File: src/rtl/segment_descriptor_loader_pkg.sv
// Shared types and constants for the segment descriptor loader.
// Segment index enum, descriptor bit positions, fault vectors, FSM states.
package segment_pkg;

    typedef enum logic [2:0] {
        SEG_CS = 3'd0,
        SEG_SS = 3'd1,
        SEG_DS = 3'd2,
        SEG_ES = 3'd3,
        SEG_FS = 3'd4,
        SEG_GS = 3'd5
    } seg_index_e;

    localparam int DESC_P       = 47;
    localparam int DESC_DPL_HI  = 46;
    localparam int DESC_DPL_LO  = 45;
    localparam int DESC_S       = 44;
    localparam int DESC_TYPE_HI = 43;
    localparam int DESC_TYPE_LO = 40;
    localparam int DESC_ACC     = 40;

    localparam logic [7:0] VEC_NP = 8'd11;
    localparam logic [7:0] VEC_SS = 8'd12;
    localparam logic [7:0] VEC_GP = 8'd13;

    typedef logic [2:0] ld_state_t;
    localparam ld_state_t ST_IDLE      = 3'd0;
    localparam ld_state_t ST_READ_LO   = 3'd1;
    localparam ld_state_t ST_READ_HI   = 3'd2;
    localparam ld_state_t ST_CHECK     = 3'd3;
    localparam ld_state_t ST_WRITE_ACC = 3'd4;
    localparam ld_state_t ST_COMMIT    = 3'd5;
    localparam ld_state_t ST_FAULT     = 3'd6;

    // Real-mode descriptor: base = sel<<4, limit 0xFFFF, present RW
    // accessed data, DPL 0, byte granular.
    function automatic logic [63:0] real_mode_desc(input logic [15:0] sel);
        return {8'h00, 8'h00, 8'h93, 4'h0, sel, 4'h0, 16'hFFFF};
    endfunction

endpackage

File: src/rtl/segment_descriptor_loader_if.sv
// Memory port of the descriptor loader (dword reads, Accessed writes).
// master: loader drives req/write/address/wdata; slave: memory answers.
interface segment_descriptor_loader_if;
    logic        mem_req;
    logic        mem_write;
    logic [31:0] mem_address;
    logic [31:0] mem_wdata;
    logic        mem_ack;
    logic [31:0] mem_rdata;

    modport master (
        output mem_req, mem_write, mem_address, mem_wdata,
        input  mem_ack, mem_rdata
    );

    modport slave (
        input  mem_req, mem_write, mem_address, mem_wdata,
        output mem_ack, mem_rdata
    );
endinterface

File: src/rtl/segment_descriptor_loader_decode.sv
// Splits a 64-bit segment descriptor into the fields used by load checks.
// In: desc. Out: present, s, dpl, is_code, conforming, readable, writable, accessed.
module segment_descriptor_decode
    import segment_pkg::*;
(
    input  logic [63:0] desc,
    output logic        present,
    output logic        s,
    output logic [1:0]  dpl,
    output logic        is_code,
    output logic        conforming,
    output logic        readable,
    output logic        writable,
    output logic        accessed
);
    logic [3:0] typ;
    logic       unused_fields;

    assign typ        = desc[DESC_TYPE_HI:DESC_TYPE_LO];
    assign present    = desc[DESC_P];
    assign s          = desc[DESC_S];
    assign dpl        = desc[DESC_DPL_HI:DESC_DPL_LO];
    assign is_code    = typ[3];
    assign conforming = typ[3] & typ[2];
    assign readable   = typ[3] & typ[1];
    assign writable   = ~typ[3] & typ[1];
    assign accessed   = desc[DESC_ACC];

    // Base/limit/flags are carried through to the register file untouched.
    assign unused_fields = ^{desc[63:48], desc[39:0]};
endmodule

File: src/rtl/segment_descriptor_loader.sv
// Segment register loader: fetches/synthesizes a descriptor, checks it,
// sets Accessed, then commits to the segment register file or faults.
module segment_descriptor_loader
    import segment_pkg::*;
#(
    parameter bit SET_ACCESSED_BIT = 1'b1
) (
    input  logic        clock,
    input  logic        reset,
    input  logic        i_load_valid,
    output logic        o_load_ready,
    input  logic [15:0] i_selector,
    input  logic [2:0]  i_segment_index,
    input  logic        i_protected_mode,
    input  logic [1:0]  i_current_privilege_level,
    input  logic [31:0] i_gdtr_base,
    input  logic [31:0] i_ldtr_base,
    input  logic [15:0] i_gdtr_limit,
    input  logic [15:0] i_ldtr_limit,
    segment_descriptor_loader_if.master mem,
    output logic        o_seg_write_enable,
    output logic [2:0]  o_seg_write_index,
    output logic [15:0] o_seg_selector,
    output logic [63:0] o_seg_descriptor,
    output logic        o_fault_valid,
    output logic [7:0]  o_fault_vector,
    output logic [15:0] o_fault_error_code
);
    ld_state_t   state_q, state_d;
    logic [15:0] sel_q, sel_d;
    logic [2:0]  idx_q, idx_d;
    logic [1:0]  cpl_q, cpl_d;
    logic [31:0] addr_q, addr_d;
    logic [63:0] desc_q, desc_d;
    logic [7:0]  vec_q, vec_d;
    logic [15:0] code_q, code_d;

    logic        d_present, d_s, d_code, d_conf;
    logic        d_read, d_write, d_acc;
    logic [1:0]  d_dpl;

    segment_descriptor_decode u_decode (
        .desc       (desc_q),
        .present    (d_present),
        .s          (d_s),
        .dpl        (d_dpl),
        .is_code    (d_code),
        .conforming (d_conf),
        .readable   (d_read),
        .writable   (d_write),
        .accessed   (d_acc)
    );

    logic        in_null, in_limit_bad;
    logic [31:0] tbl_base;
    logic [15:0] tbl_limit;

    assign in_null   = (i_selector[15:2] == 14'd0);
    assign tbl_base  = i_selector[2] ? i_ldtr_base : i_gdtr_base;
    assign tbl_limit = i_selector[2] ? i_ldtr_limit : i_gdtr_limit;
    // 17-bit compare so an index near 0xFFFF cannot wrap past the limit.
    assign in_limit_bad = {1'b0, i_selector[15:3], 3'b111} > {1'b0, tbl_limit};

    logic        chk_fault;
    logic [7:0]  chk_vec;
    logic [15:0] chk_code;
    logic [1:0]  rpl, eff_pl;

    assign rpl    = sel_q[1:0];
    assign eff_pl = (rpl > cpl_q) ? rpl : cpl_q;

    // Priority chain: the first failing check decides the fault.
    always_comb begin
        chk_fault = 1'b0;
        chk_vec   = VEC_GP;
        chk_code  = {sel_q[15:2], 2'b00};
        if (!d_s) begin
            chk_fault = 1'b1;
        end else if (idx_q == SEG_CS) begin
            if (!d_code)
                chk_fault = 1'b1;
            else if (d_conf)
                chk_fault = (d_dpl > cpl_q);
            else
                chk_fault = (d_dpl != cpl_q) || (rpl > cpl_q);
        end else if (idx_q == SEG_SS) begin
            chk_fault = !d_write || (rpl != cpl_q) || (d_dpl != cpl_q);
        end else if (idx_q <= SEG_GS) begin
            if (d_code && !d_read)
                chk_fault = 1'b1;
            else if (!d_conf)
                chk_fault = (eff_pl > d_dpl);
        end
        if (!chk_fault && !d_present) begin
            chk_fault = 1'b1;
            chk_vec   = (idx_q == SEG_SS) ? VEC_SS : VEC_NP;
        end
        if (!chk_fault && idx_q > SEG_GS) begin
            chk_fault = 1'b1;
            chk_code  = 16'd0;
        end
    end

    always_comb begin
        state_d = state_q;
        sel_d   = sel_q;
        idx_d   = idx_q;
        cpl_d   = cpl_q;
        addr_d  = addr_q;
        desc_d  = desc_q;
        vec_d   = vec_q;
        code_d  = code_q;
        case (state_q)
            ST_IDLE: begin
                if (i_load_valid) begin
                    sel_d = i_selector;
                    idx_d = i_segment_index;
                    cpl_d = i_current_privilege_level;
                    if (!i_protected_mode) begin
                        desc_d  = real_mode_desc(i_selector);
                        state_d = ST_COMMIT;
                    end else if (in_null) begin
                        if (i_segment_index == SEG_CS ||
                            i_segment_index == SEG_SS) begin
                            vec_d   = VEC_GP;
                            code_d  = 16'd0;
                            state_d = ST_FAULT;
                        end else begin
                            desc_d  = 64'd0;
                            state_d = ST_COMMIT;
                        end
                    end else if (in_limit_bad) begin
                        vec_d   = VEC_GP;
                        code_d  = {i_selector[15:2], 2'b00};
                        state_d = ST_FAULT;
                    end else begin
                        addr_d  = tbl_base +
                                  {16'h0, i_selector[15:3], 3'b000};
                        state_d = ST_READ_LO;
                    end
                end
            end
            ST_READ_LO: begin
                if (mem.mem_ack) begin
                    desc_d[31:0] = mem.mem_rdata;
                    addr_d       = addr_q + 32'd4;
                    state_d      = ST_READ_HI;
                end
            end
            ST_READ_HI: begin
                if (mem.mem_ack) begin
                    desc_d[63:32] = mem.mem_rdata;
                    state_d       = ST_CHECK;
                end
            end
            ST_CHECK: begin
                if (chk_fault) begin
                    vec_d   = chk_vec;
                    code_d  = chk_code;
                    state_d = ST_FAULT;
                end else if (SET_ACCESSED_BIT && !d_acc) begin
                    state_d = ST_WRITE_ACC;
                end else begin
                    state_d = ST_COMMIT;
                end
            end
            ST_WRITE_ACC: begin
                if (mem.mem_ack) begin
                    desc_d[DESC_ACC] = 1'b1;
                    state_d          = ST_COMMIT;
                end
            end
            default: state_d = ST_IDLE;
        endcase
    end

    always_ff @(posedge clock) begin
        if (reset) begin
            state_q <= ST_IDLE;
            sel_q   <= '0;
            idx_q   <= '0;
            cpl_q   <= '0;
            addr_q  <= '0;
            desc_q  <= '0;
            vec_q   <= '0;
            code_q  <= '0;
        end else begin
            state_q <= state_d;
            sel_q   <= sel_d;
            idx_q   <= idx_d;
            cpl_q   <= cpl_d;
            addr_q  <= addr_d;
            desc_q  <= desc_d;
            vec_q   <= vec_d;
            code_q  <= code_d;
        end
    end

    logic commit, fault;
    assign commit = (state_q == ST_COMMIT);
    assign fault  = (state_q == ST_FAULT);

    assign o_load_ready    = (state_q == ST_IDLE);
    assign mem.mem_req     = (state_q == ST_READ_LO) ||
                             (state_q == ST_READ_HI) ||
                             (state_q == ST_WRITE_ACC);
    assign mem.mem_write   = (state_q == ST_WRITE_ACC);
    assign mem.mem_address = addr_q;
    assign mem.mem_wdata   = mem.mem_write ? (desc_q[63:32] | 32'h100) : 32'd0;

    assign o_seg_write_enable = commit;
    assign o_seg_write_index  = commit ? idx_q : 3'd0;
    assign o_seg_selector     = commit ? sel_q : 16'd0;
    assign o_seg_descriptor   = commit ? desc_q : 64'd0;
    assign o_fault_valid      = fault;
    assign o_fault_vector     = fault ? vec_q : 8'd0;
    assign o_fault_error_code = fault ? code_q : 16'd0;
endmodule

File: src/flat_wrapper.sv
// flat-port wrapper written by rule: the top's interface ports become plain ports
module segment_descriptor_loader_flat import segment_pkg::*;
#(
    parameter bit SET_ACCESSED_BIT = 1'b1
)
  (clock, reset, i_load_valid, o_load_ready, i_selector, i_segment_index, i_protected_mode, i_current_privilege_level, i_gdtr_base, i_ldtr_base, i_gdtr_limit, i_ldtr_limit, o_seg_write_enable, o_seg_write_index, o_seg_selector, o_seg_descriptor, o_fault_valid, o_fault_vector, o_fault_error_code, mem_mem_req, mem_mem_write, mem_mem_address, mem_mem_wdata, mem_mem_ack, mem_mem_rdata);
  segment_descriptor_loader_if mem_i ();
  input  logic clock;
  input  logic reset;
  input  logic i_load_valid;
  output logic o_load_ready;
  input  logic [15:0] i_selector;
  input  logic [2:0] i_segment_index;
  input  logic i_protected_mode;
  input  logic [1:0] i_current_privilege_level;
  input  logic [31:0] i_gdtr_base;
  input  logic [31:0] i_ldtr_base;
  input  logic [15:0] i_gdtr_limit;
  input  logic [15:0] i_ldtr_limit;
  output logic o_seg_write_enable;
  output logic [2:0] o_seg_write_index;
  output logic [15:0] o_seg_selector;
  output logic [63:0] o_seg_descriptor;
  output logic o_fault_valid;
  output logic [7:0] o_fault_vector;
  output logic [15:0] o_fault_error_code;
  output wire logic [$bits(mem_i.mem_req)-1:0] mem_mem_req;
  output wire logic [$bits(mem_i.mem_write)-1:0] mem_mem_write;
  output wire logic [$bits(mem_i.mem_address)-1:0] mem_mem_address;
  output wire logic [$bits(mem_i.mem_wdata)-1:0] mem_mem_wdata;
  input wire logic [$bits(mem_i.mem_ack)-1:0] mem_mem_ack;
  input wire logic [$bits(mem_i.mem_rdata)-1:0] mem_mem_rdata;
  assign mem_mem_req = mem_i.mem_req;
  assign mem_mem_write = mem_i.mem_write;
  assign mem_mem_address = mem_i.mem_address;
  assign mem_mem_wdata = mem_i.mem_wdata;
  assign mem_i.mem_ack = mem_mem_ack;
  assign mem_i.mem_rdata = mem_mem_rdata;
  segment_descriptor_loader #(.SET_ACCESSED_BIT(SET_ACCESSED_BIT)) u_core (.clock(clock), .reset(reset), .i_load_valid(i_load_valid), .o_load_ready(o_load_ready), .i_selector(i_selector), .i_segment_index(i_segment_index), .i_protected_mode(i_protected_mode), .i_current_privilege_level(i_current_privilege_level), .i_gdtr_base(i_gdtr_base), .i_ldtr_base(i_ldtr_base), .i_gdtr_limit(i_gdtr_limit), .i_ldtr_limit(i_ldtr_limit), .mem(mem_i), .o_seg_write_enable(o_seg_write_enable), .o_seg_write_index(o_seg_write_index), .o_seg_selector(o_seg_selector), .o_seg_descriptor(o_seg_descriptor), .o_fault_valid(o_fault_valid), .o_fault_vector(o_fault_vector), .o_fault_error_code(o_fault_error_code));
endmodule
File: config.mk
export PLATFORM = sky130hd
export DESIGN_NAME = segment_descriptor_loader_flat
export DESIGN_NICKNAME = d
export VERILOG_FILES = /design/src/rtl/segment_descriptor_loader_pkg.sv /design/src/rtl/segment_descriptor_loader_if.sv /design/src/rtl/segment_descriptor_loader_decode.sv /design/src/rtl/segment_descriptor_loader.sv /design/src/flat_wrapper.sv
export SDC_FILE = /design/constraint.sdc
export NUM_CORES = 1
export LEC_CHECK = 0
export CORE_ASPECT_RATIO = 0.6
export CORE_MARGIN = 2
export CORE_UTILIZATION = 42
export DETAILED_ROUTE_END_ITERATION = 8
export GPL_ROUTABILITY_DRIVEN = 0
export PLACE_DENSITY = 0.78
export SLEW_MARGIN = 15
export SYNTH_ARGS = -nofsm -noshare
export SYNTH_HDL_FRONTEND = slang
export SYNTH_HIERARCHICAL = 1
export SYNTH_SLANG_ARGS = --single-unit
File: constraint.sdc
create_clock -name clock -period 4.5 [get_ports clock]
set_clock_uncertainty 0.15 [all_clocks]
set_input_delay 0.9 -clock clock [delete_from_list [all_inputs] [get_ports clock]]
set_output_delay 0.9 -clock clock [all_outputs]
set_load 0.1 [all_outputs]
==> flow_summary.yaml, run 1 <==
cts:
  cts_resized: 0
  path_clk_slew_ns: 0.07
  post_cts_buffers: 0
  clock_latency_ns: 0.43
  clockBufferDepth: 2
  ctsHoldBuffers: 0
  cts_root_buffer: "clkbuf_16"
  htree_levels: 4
  cts_tree: "done"
  cts_buffers: 17
  cts.sinks: 138
floorplanning:
  rows: 42
  core-area_mm2: 0.0221
  io_pins: 330
  die_h_um: 120
  die_x_um: 198
  die-area_mm2: 0.0238
  start_util_pct: 42.9
placement:
  portBuffers: 323
  post-place-ws_ns: 0.0957
  dpl_cell_area_mm2: 0.0134
  place_hpwl_um: 27700
timing:
  period_share_pct: 89.2
  rsz0062_at_grt: "no"
  setup_slack_ns: 0.486
  clock.fmax_ghz: 0.249
  min_period_ns: 4.01
  tns_ns: 0
  hold_viol_final: 0
  setup_viol: 0
  slew_violations: 0
  relSlewSlack_pct: 31.1
  tightestPinTransition_ns: 1.03
critical_path:
  cp.depth: 11
  worstPathArrival_ns: 4.21
  worstRegToRegCells: 13
  critPathCaptureType: "register"
  crit_type: "in -> reg"
  r2r_start: "u_core/sel_q[1]"
  crit_path_start_kind: "primary input"
  crit_buf_inv: 1
  cp.required_ns: 4.70
  crit_end: "u_core/code_q[11]"
  cp_slowest_cell: "a22oi_4"
  critPathTopFamily: "compound AO/OA/AOI/OAI gates"
  path_max_fanout: 32
  crit_start: "i_selector[2]"
  path_cells: "buf_2, mux2i_1, ha_1, and3_1, o21ai_1, a311o_1, nand3_1, a21boi_1, a22oi_4, nor2_1, a211oi_2"
  r2r-end: "u_core/code_q[11]"
  rrSetupSlack_ns: 0.80
  cp_slowest_stage_delay_ns: 0.87
global_routing:
  overflow: 0
  grt_pass1_wl_um: 56300
  grt_pass1_vias: 10100
  antenna_found_initial: 0
  grtUsageTotal_pct: 30.6
  grt_max_degree: 85
layout:
  seq_area_mm2: 0.00276
  multi_input_area_mm2: 0.00617
  final_cell_mix: "183 x clkdlybuf4s50_1, 138 x dfxtp_1, 124 x nand2_1"
  fin_nets: 1699
  drive_gt1_share_pct: 17.3
  area_growth_pct: 47.8
  design_area_mm2: 0.0140
  fillers: 1860
  diodes: 0
  final_util_pct: 63.4
  final_common_cell: "clkdlybuf4s50_1"
run:
  max-cap-violations: 0
logic_synthesis:
  syn_inst: 1236
  yosysTopAreaCellShare_pct: 29.2
  yosys_warnings: 6
  netlist_area_mm2: 0.00947
  avgSynthCellArea_um2: 7.66
  synth_cell_type_count: 81
  async_flop_share_pct: 0
  synthTopCellsByArea: "dfxtp_1 29%, and2_1 7.3%, a21oi_1 5.8%"
  ys_seq_area_share_pct: 29.2
  ys_seq_elements: 138
  synth_largest_area_cell: "dfxtp_1"
  synth_edf_count: 0
  synth_ff_type: "dfxtp_1"
hold_path:
  hold_depth: 2
  hold_path.class: "reg -> reg"
pwr:
  ir_drop_v: 0.000272
  p_leak_nw: 5.47
  powerDensity_mw_per_mm2: 346
routing:
  routedWlPerCell_um: 20.3
  drc: 0
  drt_iter0_drc: 982
  postRouteAntennaNets: 0
  totalWireLength_um: 36700
  drt_pass1_iterations: 5
  vias_per_cell: 5.80
  vias: 10500
run_status:
  status: "completed"
[registers in the layout (all words and copies together), names as in the netlist]
name                    cells
u_core/cpl_q                2
u_core/state_q              3
u_core/vec_q                4
u_core/code_q              14
u_core/mem.mem_address     32
u_core/idx_q                3
u_core/sel_q               16
u_core/desc_q              64
[metrics by stage]
step                      cells  hold WS, ns  total power [mW]
after floorplan            1241        0.277              2.84
after global placement     1777        0.284              3.37
after detailed placement   1777        0.290              3.41
after CTS                  1809        0.299              4.83
after global routing       1809        0.326              5.05
final                      1809        0.297              4.84
[where the power goes]
part | switching [mW] | internal [mW]
Combinational | 1.29 | 0.615
Sequential | 0.149 | 1.38
Clock | 0.631 | 0.783
[synth_stat cells, types with 30 or more instances]
library cell    n
dfxtp_1       138
mux2i_1        30
nor3_1         52
and3_1         37
nor2_1        103
nand2_1       124
nand3_1        61
a21oi_1       110
clkbuf_1       68
o21ai_0        36
a211oi_1       45
and2_1        111
ha_1           34
[metal layers]
layer | vias up | share of wire [%] | global-route usage (%)
li1 | 4955 | - | -
met1 | 4887 | 44 | 42.8
met2 | 588 | 43 | 45.4
met3 | 71 | 10 | 8.31
met4 | 0 | 2.4 | 9.59
met5 | - | 0 | 0
[layout make-up]
cell class	count	share of cell area, %
Timing Repair Buffer	356	29.0
Tap cell	286	2.56
Sequential cell	138	19.7
Clock buffer	17	3.04
Multi-Input combinational cell	980	44.1
Inverter	17	0.456
Clock inverter	15	1.15
[kinds of logic (layout without fill, tap and decap cells)]
group	after synthesis	in the layout	share of synthesized area, %
AOI/OAI and AO/OA	296	296	21.3
xor gates and xnor gates	26	26	2.41
adders and majority gates	35	35	4.71
buffers and inverters	123	405	6.12
DFF	138	138	29.2
muxes	45	45	4.96
other	1	6	0.0396
and+or+nand+nor	572	572	31.3
[worst min path at each step]
stage | to | from | slack (ns)
floorplan | u_core/desc_q[16] | u_core/desc_q[16] | 0.28
global placement | u_core/desc_q[18] | u_core/desc_q[18] | 0.28
detailed placement | u_core/desc_q[18] | u_core/desc_q[18] | 0.29
CTS | u_core/desc_q[18] | u_core/desc_q[18] | 0.30
global route | u_core/desc_q[18] | u_core/desc_q[18] | 0.33
finish | u_core/desc_q[18] | u_core/desc_q[18] | 0.30
[worst register-to-register path, stage by stage, from the launching register on]
cell	delay, ns
dfxtp_1	0.37
inv_1	0.06
ha_1	0.31
nand2b_2	0.21
o21ai_2	0.10
mux2i_1	0.26
ha_1	0.27
a21oi_1	0.12
o21ai_0	0.10
a21oi_1	0.30
o41ai_2	0.17
a22oi_4	0.80
nor2_1	0.15
a211oi_2	0.25
Note: power is estimated with default switching activity, not from simulation.
==> run 2, diff against run 1 <==
==> constraint.sdc (replaced) <==
create_clock -name clock -period 4.5 [get_ports clock]
set_clock_uncertainty 0.15 [all_clocks]
set_input_delay 0.675 -clock clock [delete_from_list [all_inputs] [get_ports clock]]
set_output_delay 0.675 -clock clock [all_outputs]
set_load 0.1 [all_outputs]
==> run 2 against run 1 <==
First-iteration DRC count down 1.7%; register-to-register slack better by 0.07 ns; sequential share of layout area up 1.0 points; global-route usage down 0.83 points; total power down 0.29%; fmax up 3.1%; setup slack better by 0.12 ns; clock power about the same; core utilization down 3.2 points; critical path depth unchanged; critical path type unchanged; critical endpoint is now u_core/code_q[13]; largest cell class unchanged; largest power group unchanged.
==> flow_summary.yaml, run 2 (synthesis gave the netlist of run 1 again) <==
timing:
  rsz0062_at_grt: "no"
  min_period_ns: 3.90
  tns_ns: 0
  hold_viol_final: 0
  relSlewSlack_pct: 18.0
  tightestPinTransition_ns: 1.23
  hold_ws_ns: 0.299
  clock.fmax_ghz: 0.257
  period_share_pct: 86.6
  setup_viol: 0
  slew_violations: 0
cts:
  clockBufferDepth: 2
  clock_latency_ns: 0.43
  cts_tree: "done"
  cts_buffers: 17
  path_clk_slew_ns: 0.06
  ctsHoldBuffers: 0
  cts.sinks: 138
  htree_levels: 4
  cts_root_buffer: "clkbuf_16"
  cts_resized: 0
  post_cts_buffers: 0
critical_path:
  crit_type: "in -> reg"
  cp.required_ns: 4.69
  critPathCaptureType: "register"
  crit_path_start_kind: "primary input"
  path_max_fanout: 32
  worstPathArrival_ns: 4.09
  rrSetupSlack_ns: 0.87
routing:
  postRouteAntennaNets: 0
  routedWlPerCell_um: 20.0
  drt_pass1_iterations: 5
  vias: 10400
  drt_iter0_drc: 965
  drc: 0
  totalWireLength_um: 36100
  vias_per_cell: 5.79
hold_path:
  hold_path.class: "reg -> reg"
floorplanning:
  die_h_um: 120
  rows: 42
  io_pins: 330
  start_util_pct: 42.9
  core-area_mm2: 0.0221
  die-area_mm2: 0.0238
  die_x_um: 198
placement:
  place_hpwl_um: 26800
  dpl_cell_area_mm2: 0.0127
  dp_cells: 1773
  portBuffers: 323
global_routing:
  overflow: 0
  grt_max_degree: 70
  antenna_found_initial: 0
  grt_pass1_vias: 9702
  grtUsageTotal_pct: 29.7
  grt_pass1_wl_um: 54700
pwr:
  powerDensity_mw_per_mm2: 363
  ir_drop_v: 0.000330
  p_leak_nw: 5.32
run_status:
  status: "completed"
layout:
  fin_nets: 1695
  drive_gt1_share_pct: 16.8
  area_growth_pct: 40.4
  final_util_pct: 60.2
  fillers: 1912
  final_cell_mix: "183 x clkdlybuf4s50_1, 148 x buf_4, 138 x dfxtp_1"
  finalNonFillerCells: 1805
  multi_input_area_mm2: 0.00617
  top_register: "u_core/desc_q"
  final_common_cell: "clkdlybuf4s50_1"
  design_area_mm2: 0.0133
  largest_register_ffs: 64
  seq_area_mm2: 0.00276
run:
  max-cap-violations: 0
run 2: cell count changes in the layout (fill, tap and decap cells not counted), moves of 3 or more:
cell	delta
inv_6	-3
buf_4	+50
buf_12	-54
clkbuf_8	+3
run 2: through the flow:
step / setup WS (ns) / total power, mW
final: 0.605 / 4.83
after global routing: 0.438 / 5.04
after CTS: 0.648 / 4.81
after detailed placement: 0.285 / 3.39
after global placement: 0.367 / 3.35
after floorplan: 0.358 / 2.84
run 2: path summary, 6_finish.rpt:
path | startpoint | end | depth (start not counted)
worst max-delay path | i_selector[2] | u_core/code_q[13] | 11
worst min-delay path | u_core/desc_q[17] | u_core/desc_q[17] | 2
worst max register to register | u_core/sel_q[1] | u_core/code_q[13] | 13
worst min register to register | u_core/desc_q[17] | u_core/desc_q[17] | 2
run 2: report_power, final:
group          leakage [nW]  internal, mW  switching [mW]
Sequential             1.13          1.38           0.159
Clock                 0.287         0.861           0.566
Combinational          3.90         0.596            1.27
Total                  5.32          2.84            1.99
run 2: cell type report:
type | count | area share (%)
diodes | 1 | 0.0188
clock buffers | 22 | 3.57
clock inverters | 9 | 0.847
inverters | 17 | 0.480
multi-input cells | 980 | 46.4
flip-flops and latches | 138 | 20.8
well taps | 286 | 2.69
repair buffers | 352 | 25.2
run 2: critical path, cell delays in order:
cell	delay, ns
buf_2	0.59
mux2i_1	0.18
ha_1	0.35
and3_1	0.19
o21ai_1	0.07
a311o_1	0.37
nand3_1	0.12
a21boi_1	0.21
a22oi_4	0.88
nor2_1	0.15
a211oi_2	0.25
run 2: layer usage:
layer	track usage, %	vias to the layer above	part of all wire, %
li1	-	4948	-
met1	42.7	4944	46
met2	44.0	516	43
met3	8.03	40	10
met4	7.00	0	1.4
met5	0	-	0
==> run 3, diff against run 2 <==
--- a/config.mk
+++ b/config.mk
@@ -6,11 +6,11 @@
 export NUM_CORES = 1
 export LEC_CHECK = 0
 export CORE_ASPECT_RATIO = 0.6
-export CORE_MARGIN = 2
-export CORE_UTILIZATION = 42
+export CORE_MARGIN = 1.5
+export CORE_UTILIZATION = 46
 export DETAILED_ROUTE_END_ITERATION = 8
 export GPL_ROUTABILITY_DRIVEN = 0
-export PLACE_DENSITY = 0.78
+export PLACE_DENSITY = 0.81
 export SLEW_MARGIN = 15
 export SYNTH_ARGS = -nofsm -noshare
 export SYNTH_HDL_FRONTEND = slang
==> constraint.sdc (replaced) <==
create_clock -name clock -period 3.8 [get_ports clock]
set_clock_uncertainty 0.15 [all_clocks]
set_input_delay 0.57 -clock clock [delete_from_list [all_inputs] [get_ports clock]]
set_output_delay 0.57 -clock clock [all_outputs]
set_load 0.1 [all_outputs]
==> run 3 against run 2 <==
Total power rose by 19%; wire length fell by 1.3%; setup slack got worse by 0.23 ns; register-to-register slack got worse by 0.25 ns; final cell count fell by 0.17%; combinational power rose by 23%; clock power rose by 13%; critical endpoint is now u_core/mem.mem_address[20]; sequential power rose by 18%; die area fell by 9.7%; sequential share of layout area fell by 1.6 points; flip-flop and latch count did not move.
==> flow_summary.yaml, run 3 (synthesis gave the netlist of run 1 again) <==
critical_path:
  crit_end: "u_core/mem.mem_address[20]"
  worstPathArrival_ns: 3.56
  critPathCaptureType: "register"
  rrSetupSlack_ns: 0.62
  r2r_start: "u_core/sel_q[1]"
  crit_start: "i_selector[2]"
  cp.required_ns: 3.94
  crit_type: "in -> reg"
  r2r-end: "u_core/code_q[6]"
  crit_path_start_kind: "primary input"
  worstRegToRegCells: 14
  path_max_fanout: 24
cts:
  ctsHoldBuffers: 0
  cts_resized: 0
  htree_levels: 4
  cts.sinks: 138
  post_cts_buffers: 0
  cts_buffers: 17
  cts_root_buffer: "clkbuf_16"
  path_clk_slew_ns: 0.07
  cts_tree: "done"
  clock_latency_ns: 0.43
  clockBufferDepth: 2
timing:
  rsz0062_at_grt: "no"
  period_share_pct: 90.0
  slew_violations: 0
  clock.fmax_ghz: 0.292
  hold_viol_final: 0
  min_period_ns: 3.42
  setup_viol: 0
  setup_slack_ns: 0.378
  tightestPinTransition_ns: 1.25
  relSlewSlack_pct: 16.5
layout:
  diodes: 0
  area_growth_pct: 52.2
  fin_nets: 1705
  final_cell_mix: "183 x clkdlybuf4s50_1, 138 x dfxtp_1, 124 x nand2_1"
  finalNonFillerCells: 1802
  top_register: "u_core/desc_q"
  design_area_mm2: 0.0144
  largest_register_ffs: 64
  final_common_cell: "clkdlybuf4s50_1"
  fillers: 1535
  final_util_pct: 71.8
  drive_gt1_share_pct: 17.6
routing:
  vias_per_cell: 5.88
  routedWlPerCell_um: 19.8
  drc: 0
  totalWireLength_um: 35600
  drt_pass1_iterations: 6
  drt_iter0_drc: 1228
  postRouteAntennaNets: 0
  vias: 10600
floorplanning:
  die_h_um: 114
  io_pins: 330
  start_util_pct: 47.2
  rows: 40
  core-area_mm2: 0.0201
  die-area_mm2: 0.0215
  die_x_um: 188
pwr:
  p_seq_share_pct: 31.7
  ir_drop_v: 0.000302
  p_leak_nw: 5.58
  p_clk_share_pct: 28.3
  combPwrFrac_pct: 39.9
  power_mw: 5.73
  switching_share_pct: 42.8
  switchingPower_mw: 2.45
  powerDensity_mw_per_mm2: 398
  p_int_mw: 3.28
hold_path:
  hold_path.class: "reg -> reg"
placement:
  place_hpwl_um: 26800
  post-place-ws_ns: -0.0351
  dp_cells: 1770
  dpl_cell_area_mm2: 0.0138
  portBuffers: 323
run:
  max-cap-violations: 0
global_routing:
  overflow: 0
  grt_pass1_vias: 10000
  antenna_found_initial: 2
  grt_pass1_wl_um: 54700
  grt_max_degree: 70
  grtUsageTotal_pct: 32.4
run_status:
  status: "completed"
run 3: cell count changes in the layout (fill, tap and decap cells not counted), moves of 2 or more:
cell / change
buf_12: +87
buf_4: -77
inv_8: +4
inv_6: +3
bufinv_16: -2
clkbuf_1: -2
clkbuf_8: -2
clkinvlp_4: +2
run 3: power groups by stage:
stage / Combinational (mW) / Clock, mW / Sequential, mW
detailed placement: 2.24 / 0 / 1.84
finish: 2.29 / 1.62 / 1.82
global placement: 2.19 / 0 / 1.83
global route: 2.42 / 1.70 / 1.84
floorplan: 1.29 / 0 / 2.07
CTS: 2.26 / 1.64 / 1.81
run 3: metrics by stage:
step	hold slack, ns	setup TNS, ns
global placement	0.284	0
detailed placement	0.297	-0.0351
global route	0.328	0
floorplan	0.277	0
finish	0.308	0
CTS	0.308	0
run 3: how the worst min path moves through the flow:
| stage | start | to | slack (ns) | depth (start not counted) |
|---|---|---|---|---|
| floorplan | u_core/desc_q[16] | u_core/desc_q[16] | 0.28 | 2 |
| detailed placement | u_core/desc_q[19] | u_core/desc_q[19] | 0.30 | 2 |
| global route | u_core/desc_q[39] | u_core/desc_q[39] | 0.33 | 2 |
| CTS | u_core/desc_q[16] | u_core/desc_q[16] | 0.31 | 2 |
| global placement | u_core/desc_q[18] | u_core/desc_q[18] | 0.28 | 2 |
| finish | u_core/desc_q[17] | u_core/desc_q[17] | 0.31 | 2 |
run 3: critical path, stage by stage:
cell and delay (ns):
buf_2 0.45, mux2i_2 0.35, inv_1 0.09, ha_1 0.30
a211oi_1 0.33, nor2_1 0.13, a2111o_1 0.44, nand3_1 0.32
nor2_1 0.13, xnor2_1 0.15, a221oi_1 0.24, nor2_1 0.06
run 3: routing by layer:
layer	part of all wire [%]	up-vias	global-route usage [%]	wire length, um
li1	-	4962	-	-
met1	43	4934	44.7	15400
met2	44	637	50.2	15700
met3	10	61	7.97	3700
met4	2.1	2	9.76	740
met5	0.045	-	0	16
run 3: cell type report:
cell class	count	area [um^2]	area share [%]
repair buffers	362	4510	31.3
well taps	273	342	2.37
clock buffers	18	439	3.05
clock inverters	14	125	0.868
multi-input cells	980	6160	42.8
inverters	17	63.8	0.443
flip-flops and latches	138	2760	19.2
==> RTL edit 1: new RTL, settings of run 2 <==
Take the reset off `addr_q` and load it in a clocked block of its own.
--- a/src/rtl/segment_descriptor_loader.sv
+++ b/src/rtl/segment_descriptor_loader.sv
@@ -181,5 +181,4 @@
             idx_q   <= '0;
             cpl_q   <= '0;
-            addr_q  <= '0;
             desc_q  <= '0;
             vec_q   <= '0;
@@ -190,9 +189,12 @@
             idx_q   <= idx_d;
             cpl_q   <= cpl_d;
-            addr_q  <= addr_d;
             desc_q  <= desc_d;
             vec_q   <= vec_d;
             code_q  <= code_d;
         end
+    end
+
+    always_ff @(posedge clock) begin
+        addr_q <= addr_d;
     end
 
Function: changed (Yosys sat finds a counterexample within 4 cycles, from zero or initial values and one cycle with reset high).
==> RTL edit 1 against run 2 <==
  * Routed wire length is 5.8% lower
  * Power is 29% higher
  * Area after synthesis is 1.4% lower
  * Highest routed layer unchanged
  * Cell area is 2.2% lower
  * Setup slack worse by 170 ps
  * Largest cell class unchanged
  * Die area is 1.3% lower
  * Sequential cell count stayed put
==> RTL edit 1: results (changes against run 2) <==
- The relative max-transition margin is 30.24% (+12 points).
- The multiplexer share of the synthesized area came to 6.284% (+1.3 points).
- The total of fill cells in the finished design is 1937 (+1.3%).
- The global-route usage over all layers is 28.19% (-1.5 points).
- Among all stages on the critical path, the largest delay is contributed by sky130_fd_sc_hd__o41a_1.
- The placed wire-length estimate after detailed placement is 25100 µm (-6.2%).
- The worst hold path begins at u_core/desc_q[16]$_SDFFE_PP0P_.
- The number of instances in the synthesized netlist came to 1150 (-7.0%).
- The total area of sequential cells is 0.003084 mm² (+12%).
- The count of clock buffers in the final design is 19 (-14%).
- The register-to-register setup slack was 890 ps (+20 ps).
- The cell count after placement is 1692 (-4.6%).
- The flow ran to the end, and the final reports show no timing, DRC or antenna violations.
- The final wirelength is 33990 µm (-5.8%).
- The final core utilization was 59.32% (-0.91 points).
- The portion of the layout cell area used by non-clock buffers came to 24.00% (-1.2 points).
- The share of final-layout standard cells stronger than drive strength 1 is 17.04% (+0.24 points).
- The placement-stage cell area is 0.01242 mm² (-2.2%).
- After synthesis, the cell types taking the most area are sky130_fd_sc_hd__dfxtp_1 23%, sky130_fd_sc_hd__edfxtp_1 10%, sky130_fd_sc_hd__and3_1 6.1%.
- The number of violations reported at the end of detailed-routing iteration 0 is 882 (-8.6%).
- The worst hold margin was 300.6 ps (+1.366 ps).
- The global-route track usage on met1 is 40.56% (-2.1 points).
- The maximum number of pins on one net before global-route repair is 76 (+8.6%).
- The maximum fanout along the worst path is 24 (-25%).
- The endpoint arrival time on the critical path was 4140 ps (+50 ps).
- In this run the worst setup path terminates at u_core/mem.mem_address[17]$_DFFE_PP_.
- The worst path setup slack after routing is 436.5 ps (-168.2 ps).
- The worst-case hold path end point is u_core/desc_q[16]$_SDFFE_PP0P_.
==> RTL edit 1: changes by cell type in the layout (fill, tap and decap cells not counted), moves of 19 or more <==
| cell | before | now |
|---|---|---|
| sky130_fd_sc_hd__and2_1 | 111 | 54 |
| sky130_fd_sc_hd__and3_1 | 37 | 91 |
| sky130_fd_sc_hd__dfxtp_1 | 138 | 105 |
| sky130_fd_sc_hd__edfxtp_1 | 0 | 32 |
| sky130_fd_sc_hd__buf_12 | 20 | 1 |
| sky130_fd_sc_hd__buf_4 | 148 | 167 |
==> RTL edit 1: power by group <==
part / switching [µW] / internal (µW) / total [µW] / leakage (µW)
sequential: 280 / 1600 / 1880 / 0.00116
combinational: 2120 / 856 / 2970 / 0.00410
clock: 567 / 822 / 1390 / 0.000286
==> RTL edit 2: new RTL, flow settings as in run 2 <==
Without the edit above. `SET_ACCESSED_BIT` is set to 1'b1 in 2 places; all go to 1'b0.
--- a/src/rtl/segment_descriptor_loader.sv
+++ b/src/rtl/segment_descriptor_loader.sv
@@ -4,5 +4,5 @@
     import segment_pkg::*;
 #(
-    parameter bit SET_ACCESSED_BIT = 1'b1
+    parameter bit SET_ACCESSED_BIT = 1'b0
 ) (
     input  logic        clock,
--- a/src/flat_wrapper.sv
+++ b/src/flat_wrapper.sv
@@ -2,5 +2,5 @@
 module segment_descriptor_loader_flat import segment_pkg::*;
 #(
-    parameter bit SET_ACCESSED_BIT = 1'b1
+    parameter bit SET_ACCESSED_BIT = 1'b0
 )
   (clock, reset, i_load_valid, o_load_ready, i_selector, i_segment_index, i_protected_mode, i_current_privilege_level, i_gdtr_base, i_ldtr_base, i_gdtr_limit, i_ldtr_limit, o_seg_write_enable, o_seg_write_index, o_seg_selector, o_seg_descriptor, o_fault_valid, o_fault_vector, o_fault_error_code, mem_mem_req, mem_mem_write, mem_mem_address, mem_mem_wdata, mem_mem_ack, mem_mem_rdata);
Function: same outputs for any inputs over 4 cycles, from zero or initial values and one cycle with reset high; that may be too few to reach the edited logic, so the function may still have changed.
==> RTL edit 2 against run 2 <==
  * Critical path depth unchanged
  * Area after synthesis about the same
  * Cell area decreased by 1.5%
  * Routed wire length increased by 3.0%
  * Worst hold slack improved by 1.0 ps
  * Sequential cell count unchanged
  * Combinational power increased by 87%
  * First-iteration DRC count increased by 21%
  * Utilization decreased by 0.93 points
  * Power increased by 40%
  * Setup slack got worse by 10 ps
  * Critical endpoint is now u_core/mem.mem_address[27]$_SDFFE_PP0P_
==> RTL edit 2: results (changes against run 2) <==
- The placement-stage cell area is 0.01248 mm² (-1.7%).
- The via-per-instance ratio was 5.783 (about the same).
- The share of final-layout standard cells stronger than drive strength 1 is 16.75% (-0.046 points).
- The maximum number of pins on one net before global-route repair is 82 (+17%).
- The end point of the critical path is u_core/mem.mem_address[27]$_SDFFE_PP0P_.
- The met1 routed wirelength after detailed routing is 17120 µm (+4.1%).
- The number of detailed-route iterations in the first pass is 5 (unchanged).
- The number of diodes added for antenna fixing is 0 (-1).
- The detailed-routed wire length on met3 is 4479 µm (+21%).
- The total leakage power came to 0.005327 µW (+0.20%).
- The number of violations reported at the end of detailed-routing iteration 0 came to 1168 (+21%).
- The minimum clock period is 3906 ps (+10.42 ps).
- Among all stages on the critical path, the largest delay is contributed by sky130_fd_sc_hd__or2_1.
- The detailed-routed wire length on met2 is 15120 µm (-2.1%).
- The number of nets at the end of the flow was 1728 (+1.9%).
- In this run the critical register-to-register path is launched from u_core/sel_q[1]$_SDFFE_PP0P_.
- In this run the worst hold path is classified as flip-flop to flip-flop.
- The count of yosys warnings during synthesis is 6 (unchanged).
- The routed wirelength normalized by instance count is 20.22 µm (+1.1%).
- The pre-CTS setup slack is 219.8 ps (-64.99 ps).
- The placed wire-length estimate after detailed placement is 28050 µm (+4.8%).
- The via count of the first global-routing pass was 9562 (-1.4%).
- The number of CTS-inserted buffers came to 17 (unchanged).
- The flow ran to the end, and the final reports show no timing, DRC or antenna violations.
- The startpoint identified for the worst hold timing path is u_core/desc_q[19]$_SDFFE_PP0P_.
- The clock slew at the register clock pins of the worst setup and hold paths is 70 ps.
- The worst reg2reg path depth is 14 (+1).
- The transition time of the tightest slew-check pin is 1088 ps (-137.9 ps).
- The global-route usage over all layers is 30.27% (+0.54 points).
- The largest voltage drop on the vdd net is 0.2929 mV (-11%).
- The endpoint arrival time on the critical path came to 4100 ps (about the same).
- The first-pass GRT wire length was 55120 µm (+0.81%).
- In this design, the largest share of critical-path delay is due to compound AO/OA/AOI/OAI gates.
- In this run the critical register-to-register path is captured at u_core/code_q[9]$_SDFFE_PP0P_.
- The worst-case hold path end point is u_core/desc_q[19]$_SDFFE_PP0P_.
- The biggest cell delay along the critical path was 520 ps (-360 ps).
==> RTL edit 2: cell types whose count changed in the layout (fill, tap and decap cells not counted), moves of 10 or more <==
cell and change:
sky130_fd_sc_hd__a21oi_1 +26, sky130_fd_sc_hd__a211oi_1 -17, sky130_fd_sc_hd__a22oi_1 -15, sky130_fd_sc_hd__nand2_1 +41, sky130_fd_sc_hd__buf_12 -19, sky130_fd_sc_hd__a211oi_2 -15, sky130_fd_sc_hd__buf_4 +20, sky130_fd_sc_hd__o21ai_0 +12
sky130_fd_sc_hd__mux2_2 +10, sky130_fd_sc_hd__nor2_1 -32
==> RTL edit 2: through the flow <==
| step | instances | hold WS [ps] |
|---|---|---|
| finish | 1838 | 300.2 |
| detailed placement | 1806 | 291.5 |
| global placement | 1806 | 285.6 |
| floorplan | 1272 | 277.3 |
| global route | 1838 | 312.4 |
| CTS | 1838 | 300.0 |
==> RTL edit 2: final cells by class <==
| type | instances | area (µm²) |
|---|---|---|
| fillers | 2007 | 8981 |
| multi-input cells | 1008 | 6171 |
| repair buffers | 353 | 3118 |
| flip-flops and latches | 138 | 2763 |
| clock buffers | 18 | 439.2 |
| well taps | 286 | 357.8 |
| clock inverters | 14 | 162.7 |
| inverters | 21 | 78.83 |
==> RTL edit 2: routing by layer <==
metal / up-vias / GRT usage (%)
met4: 0 / 5.968
met1: 4947 / 45.68
li1: 5007 / -
met3: 42 / 8.424
met2: 633 / 42.39
met5: - / 0
==> RTL edit 2: report_power, final <==
group          internal [µW]  total (µW)  switching (µW)
sequential              1530        1820             291
combinational            997        3470            2470
clock                    844        1440             599
total                   3370        6730            3360
